## src/rtl/gate_test_sequencer_if.sv

```systemverilog
// Handshake and datapath bundle between the gate test sequencer and its driver.
// The slave modport is the sequencer side; master is the controlling side.
interface gate_test_sequencer_if;
  logic       start;
  logic       abort;
  logic       dut_a;
  logic       dut_b;
  logic [3:0] dut_y;
  logic       busy;
  logic       done;
  logic       pass;
  logic [3:0] fail_vec;
  logic [2:0] err_count;

  modport master (
    output start, abort, dut_y,
    input  dut_a, dut_b, busy, done, pass, fail_vec, err_count
  );

  modport slave (
    input  start, abort, dut_y,
    output dut_a, dut_b, busy, done, pass, fail_vec, err_count
  );
endinterface

```

## src/rtl/gate_test_sequencer.sv

```systemverilog
// Walks the four input vectors of a 2-input gate datapath, waits for it to settle,
// checks {or, and, not, xor} and reports pass/fail per vector.
module gate_test_sequencer #(
  parameter int unsigned SETTLE_CYCLES = 2
) (
  input logic                   clk,
  input logic                   rst_n,
  gate_test_sequencer_if.slave  bus
);

  typedef enum logic [2:0] {StIdle, StDrive, StSettle, StCheck, StDone} state_e;

  localparam logic [3:0] SettleLast = 4'(SETTLE_CYCLES - 1);

  state_e     r_state;
  logic [1:0] r_idx;
  logic [3:0] r_settle_cnt;
  logic       r_dut_a;
  logic       r_dut_b;
  logic       r_busy;
  logic       r_done;
  logic       r_pass;
  logic [3:0] r_fail_vec;
  logic [2:0] r_err_count;

  logic [3:0] w_exp_y;
  logic       w_mismatch;
  logic [2:0] w_err_next;
  logic [1:0] w_idx_next;

  assign w_exp_y    = {r_dut_a | r_dut_b, r_dut_a & r_dut_b, ~r_dut_a, r_dut_a ^ r_dut_b};
  assign w_mismatch = (bus.dut_y != w_exp_y);
  assign w_err_next = r_err_count + 3'(w_mismatch);
  assign w_idx_next = r_idx + 2'd1;

  always_ff @(posedge clk or negedge rst_n) begin
    if (!rst_n) begin
      r_state      <= StIdle;
      r_idx        <= 2'd0;
      r_settle_cnt <= 4'd0;
      r_dut_a      <= 1'b0;
      r_dut_b      <= 1'b0;
      r_busy       <= 1'b0;
      r_done       <= 1'b0;
      r_pass       <= 1'b0;
      r_fail_vec   <= 4'd0;
      r_err_count  <= 3'd0;
    end else if (r_state != StIdle && bus.abort) begin
      // Abort keeps the accumulated fail_vec/err_count for post-mortem.
      r_state      <= StIdle;
      r_settle_cnt <= 4'd0;
      r_dut_a      <= 1'b0;
      r_dut_b      <= 1'b0;
      r_busy       <= 1'b0;
      r_done       <= 1'b0;
      r_pass       <= 1'b0;
    end else begin
      case (r_state)
        StIdle: begin
          if (bus.start && !bus.abort) begin
            r_state      <= StDrive;
            r_idx        <= 2'd0;
            r_settle_cnt <= 4'd0;
            r_dut_a      <= 1'b0;
            r_dut_b      <= 1'b0;
            r_busy       <= 1'b1;
            r_pass       <= 1'b0;
            r_fail_vec   <= 4'd0;
            r_err_count  <= 3'd0;
          end
        end
        StDrive: begin
          r_state      <= StSettle;
          r_settle_cnt <= 4'd0;
        end
        StSettle: begin
          if (r_settle_cnt == SettleLast) begin
            r_state <= StCheck;
          end else begin
            r_settle_cnt <= r_settle_cnt + 4'd1;
          end
        end
        StCheck: begin
          if (w_mismatch) begin
            r_fail_vec[r_idx] <= 1'b1;
            r_err_count       <= w_err_next;
          end
          if (r_idx == 2'd3) begin
            r_state <= StDone;
            r_done  <= 1'b1;
            r_pass  <= (w_err_next == 3'd0);
            r_dut_a <= 1'b0;
            r_dut_b <= 1'b0;
          end else begin
            r_state <= StDrive;
            r_idx   <= w_idx_next;
            r_dut_a <= w_idx_next[0];
            r_dut_b <= w_idx_next[1];
          end
        end
        StDone: begin
          r_state <= StIdle;
          r_idx   <= 2'd0;
          r_done  <= 1'b0;
          r_busy  <= 1'b0;
        end
        default: begin
          r_state <= StIdle;
          r_busy  <= 1'b0;
          r_done  <= 1'b0;
        end
      endcase
    end
  end

  assign bus.dut_a     = r_dut_a;
  assign bus.dut_b     = r_dut_b;
  assign bus.busy      = r_busy;
  assign bus.done      = r_done;
  assign bus.pass      = r_pass;
  assign bus.fail_vec  = r_fail_vec;
  assign bus.err_count = r_err_count;

endmodule

```

## src/flat_wrapper.sv

```systemverilog
// flat-port wrapper written by rule: the top's interface ports become plain ports
module gate_test_sequencer_flat 
#(
  parameter int unsigned SETTLE_CYCLES = 2
)
  (clk, rst_n, bus_start, bus_abort, bus_dut_y, bus_dut_a, bus_dut_b, bus_busy, bus_done, bus_pass, bus_fail_vec, bus_err_count);
  gate_test_sequencer_if bus_i ();
  input logic clk;
  input logic rst_n;
  input wire logic [$bits(bus_i.start)-1:0] bus_start;
  input wire logic [$bits(bus_i.abort)-1:0] bus_abort;
  input wire logic [$bits(bus_i.dut_y)-1:0] bus_dut_y;
  output wire logic [$bits(bus_i.dut_a)-1:0] bus_dut_a;
  output wire logic [$bits(bus_i.dut_b)-1:0] bus_dut_b;
  output wire logic [$bits(bus_i.busy)-1:0] bus_busy;
  output wire logic [$bits(bus_i.done)-1:0] bus_done;
  output wire logic [$bits(bus_i.pass)-1:0] bus_pass;
  output wire logic [$bits(bus_i.fail_vec)-1:0] bus_fail_vec;
  output wire logic [$bits(bus_i.err_count)-1:0] bus_err_count;
  assign bus_i.start = bus_start;
  assign bus_i.abort = bus_abort;
  assign bus_i.dut_y = bus_dut_y;
  assign bus_dut_a = bus_i.dut_a;
  assign bus_dut_b = bus_i.dut_b;
  assign bus_busy = bus_i.busy;
  assign bus_done = bus_i.done;
  assign bus_pass = bus_i.pass;
  assign bus_fail_vec = bus_i.fail_vec;
  assign bus_err_count = bus_i.err_count;
  gate_test_sequencer #(.SETTLE_CYCLES(SETTLE_CYCLES)) u_core (.clk(clk), .rst_n(rst_n), .bus(bus_i));
endmodule
```

## config.mk

```make
export PLATFORM = sky130hd
export DESIGN_NAME = gate_test_sequencer_flat
export DESIGN_NICKNAME = d
export VERILOG_FILES = /design/src/rtl/gate_test_sequencer_if.sv /design/src/rtl/gate_test_sequencer.sv /design/src/flat_wrapper.sv
export SDC_FILE = /design/constraint.sdc
export NUM_CORES = 1
export LEC_CHECK = 0
export CORE_MARGIN = 8
export CORE_UTILIZATION = 45
export CTS_CLUSTER_DIAMETER = 50
export DETAILED_ROUTE_END_ITERATION = 6
export GPL_ROUTABILITY_DRIVEN = 1
export PLACE_DENSITY = 0.79
export SLEW_MARGIN = 20
export SYNTH_ARGS = -nofsm -noshare
export SYNTH_HDL_FRONTEND = slang
export SYNTH_SLANG_ARGS = --single-unit
export TNS_END_PERCENT = 5
```

## constraint.sdc

```tcl
create_clock -name clk -period 2.7 [get_ports clk]
set_clock_uncertainty 0.15 [all_clocks]
set_input_delay 0.405 -clock clk [delete_from_list [all_inputs] [get_ports clk]]
set_output_delay 0.405 -clock clk [all_outputs]
set_load 0.1 [all_outputs]
```

==> summary.md <==
| Metric | Value |
|---|---|
| Die H | `between 60 and 70 µm` |
| Min Hold Slack | `279.7 ps` |
| Clock Latency Late Sink | `approximately 300 ps` |
| First-pass GRT wire length | `4623 µm` |
| Async SR Flop Fraction | `1.000` |
| Hold WC Path Type | `in2async` |
| CTS root buf | `clkbuf_4` |
| Average size of a mapped cell | `approximately 10 µm²` |
| ANT nets after route | `0` |
| Final setup viols | `0` |
| Largest family of logic cells by synthesized area | `compound AO/OA/AOI/OAI gates` |
| Final period utilization | `0.9606` |
| Post-Route WL | `about 2700 µm` |
| Share of cells above drive strength 1 | `0.1931` |
| Synth Cell Area | `1244 µm²` |
| Vias | `between 1,000 and 1,500` |
| Unrepaired setup endpoints after global routing | `no` |
| Largest net degree at the start of global routing | `22` |
| Leakage power | `between 0.0006 and 0.0007 µW` |
| Initial antenna violation count | `0` |
| Compound-Gate Fraction of Synth Area | `0.1901` |
| Setup TNS Final | `0 ps` |
| FMAX | `roughly 0.39 GHz` |
| CTS tree | `built` |
| Mux contribution to synthesized area | `0.01710` |
| Via density | `~5.8` |
| GRT Total Usage | `0.1257` |
| # clock sinks | `21` |
| Worst path slowest cell | `dfrtp_4` |
| Share of the synthesized area in the top cell type | `0.4225` |
| Hold-fix buffers, CTS | `0` |
| Final Hold Viols | `0` |
| Yosys warning count | `0` |
| Average routed wire per standard cell | `roughly 15 µm` |
| Max-cap violations | `0` |
| CP dominant cell by count | `ha_1` |
| Worst EP arrival | `between 2000 and 3000 ps` |
| Peak supply drop | `about 0.56 mV` |
| Crit Path Category | `reg2reg` |
| Seq cells post-synth | `21` |
| P&R area growth vs syn | `19.11%` |
| Finished Core Util | `0.5515` |
| Reg2Reg Depth | `10` |
| IO Count | `20` |
| Dominant cell type by area after synthesis | `dfrtp_1` |
| Setup crit start kind | `flip-flop` |
| Status | `completed` |
| WP data required | `between 2000 and 3000 ps` |
| GRT Residual Overflow | `0` |
| IO Port Bufs | `19` |
| # H-tree levels | `1` |
| Mapped Nets | `between 100 and 150` |
| Clk slew on worst S/H paths | `120 ps` |
| CP cell instances | `inv_1 > ha_1 > xor2_1 > nor4_2 > inv_1 > ha_1 > ha_1 > nor4b_2 > nand3_1 > o21ai_2` |
| Synth area leaders | `dfrtp_1, ha_1, a22o_1, xnor2_1, o21ai_0` |
| Pwr Total | `approximately 1200 µW` |
| Gpl congestion | `0.8291` |
| Initial Util | `0.4630` |
| XOR/XNOR Fraction of Synth Area | `0.04930` |
| Post-synthesis sequential area ratio | `0.4225` |
| FP Rows | `19` |
| Slew Limit Fails | `0` |
| ANT cells | `0` |
| CP max stage delay | `520 ps` |
| EDFF count, synth | `0` |
| Die area | `4702 µm²` |
| Drc violations | `0` |
| Element type at the critical path end | `flip-flop` |
| Post-Synthesis Cells | `between 100 and 150` |
| Post-synth top flop | `dfrtp_1` |
| DR pass1 iterations | `4` |
| Synth cell types | `40` |
| HPWL after detailed placement | `between 2000 and 2500 µm` |
| Critical-path maximum fanout | `5` |
| Post-layout min period | `about 2600 ps` |
| Worst slew pin tran | `~450 ps` |
| Core area | `around 2700 µm²` |
| Final net count | `164` |
| Post-synthesis adder-cell area fraction | `0.1006` |
| Die W | `between 60 and 70 µm` |
| Pwr/cell area | `~810 nW/µm²` |
| 1st-iter DRT viols | `55` |
| Vias in the first global route | `approximately 1,000` |
| Relative slew slack | `0.7011` |
| CTS buffer count | `3` |
| CTS max path bufs | `2` |
| Simple-gate share of the synthesized area | `0.1690` |
## flip-flops by register name, summed over array words and instances, names as in the netlist
register	cells
u_core.bus.fail_vec	4
u_core.r_settle_cnt	4
u_core.bus.err_count	3
u_core.r_state	3
u_core.r_idx	2
u_core.bus.busy	1
u_core.bus.done	1
u_core.bus.dut_a	1
u_core.bus.dut_b	1
u_core.bus.pass	1
## cells by family after synthesis
group,after synthesis
compound gates,32
xor+xnor,7
fa+ha+maj,10
buf+inv,14
flops,21
mux,2
simple gates,38
## critical path: cells and delay by family, from the launching register on
kind                     cells  cell delay (ps)
buffers and inverters        2              140
adder cells (fa/ha/maj)      3              730
flip-flops                   1              520
XOR/XNOR                     1              170
AND/OR/NAND/NOR              3              730
AO/OA/AOI/OAI                1               80
## per-layer routing
metal | global-route usage | routed length (µm) | vias up
met5 | 0 | 0 | -
met4 | 0.04092 | 17 | 0
met3 | 0.03069 | 123 | 2
met2 | 0.2195 | 1370 | 17
met1 | 0.1473 | 1215 | 517
li1 | - | - | 487
## path summary, 6_finish.rpt
| kind | from | end | slack [ps] |
|---|---|---|---|
| max | u_core.bus.dut_a$_DFFE_PN0P_ | u_core.bus.pass$_DFFE_PN0P_ | 110 |
| min | rst_n | u_core.bus.done$_DFFE_PN0P_ | 280 |
| max reg2reg | u_core.bus.dut_a$_DFFE_PN0P_ | u_core.bus.pass$_DFFE_PN0P_ | 110 |
| min reg2reg | u_core.bus.fail_vec[3]$_DFFE_PN0P_ | u_core.bus.fail_vec[3]$_DFFE_PN0P_ | 360 |
| max in group asynchronous | rst_n | u_core.bus.dut_b$_DFFE_PN0P_ | 1880 |
| min in group clk | u_core.bus.fail_vec[3]$_DFFE_PN0P_ | u_core.bus.fail_vec[3]$_DFFE_PN0P_ | 360 |
## per-stage QoR
step                instance area [µm²]  worst slack, ps  instances
floorplan                          1251            4.790        124
global placement                   1438            56.63        171
detailed placement                 1438           -46.01        171
CTS                                1464          0.01776        175
global route                       1481            7.793        176
finish                             1481            106.4        176
## timing repair
action	4_1_cts	5_1_grt
resized for setup	0	3
setup buffers	0	1
pin swaps	1	1
endpoints found under the setup margin	1	1
## cells in the mapped netlist, types with 2 or more instances
cell      count
clkbuf_1      3
o21ai_0       8
or2_2         2
nor2_1       10
ha_1         10
a22o_1        9
nor4b_1       2
xor2_1        2
nor2b_1       4
nand2_1       6
dfrtp_1      21
nand3_1       3
and3_1        2
inv_1         8
a221o_1       3
xnor2_1       5
a21oi_1       3
## layout make-up
cell class              instances  area (µm²)
clock buffers                   4       26.28
repair buffers                 22       182.7
inverters                       9       36.28
multi-input cells              89       664.4
flip-flops and latches         21       533.0
fillers                       257        1205
well taps                      31       38.79
## cells in the final DEF (no fill, tap or decap), types with 2 or more instances in the layout
| cell | count |
|---|---|
| a21oi_1 | 3 |
| a221o_1 | 3 |
| a22o_1 | 9 |
| and3_1 | 2 |
| buf_4 | 15 |
| clkbuf_4 | 3 |
| clkdlybuf4s50_1 | 7 |
| dfrtp_1 | 19 |
| dfrtp_4 | 2 |
| ha_1 | 10 |
| inv_1 | 8 |
| nand2_1 | 6 |
| nand3_1 | 3 |
| nor2_1 | 10 |
| nor2b_1 | 4 |
| o21ai_0 | 7 |
| or2_2 | 2 |
| xnor2_1 | 5 |
| xor2_1 | 2 |
## where the power goes
| part | leakage, µW | total [µW] | internal, µW | switching, µW |
|---|---|---|---|---|
| clock | 0.0000150 | 152 | 57.6 | 94.5 |
| combinational | 0.000396 | 598 | 195 | 402 |
| sequential | 0.000283 | 452 | 371 | 80.9 |
| total | 0.000694 | 1200 | 624 | 578 |
No activity file was read; power rests on OpenSTA's default activity.
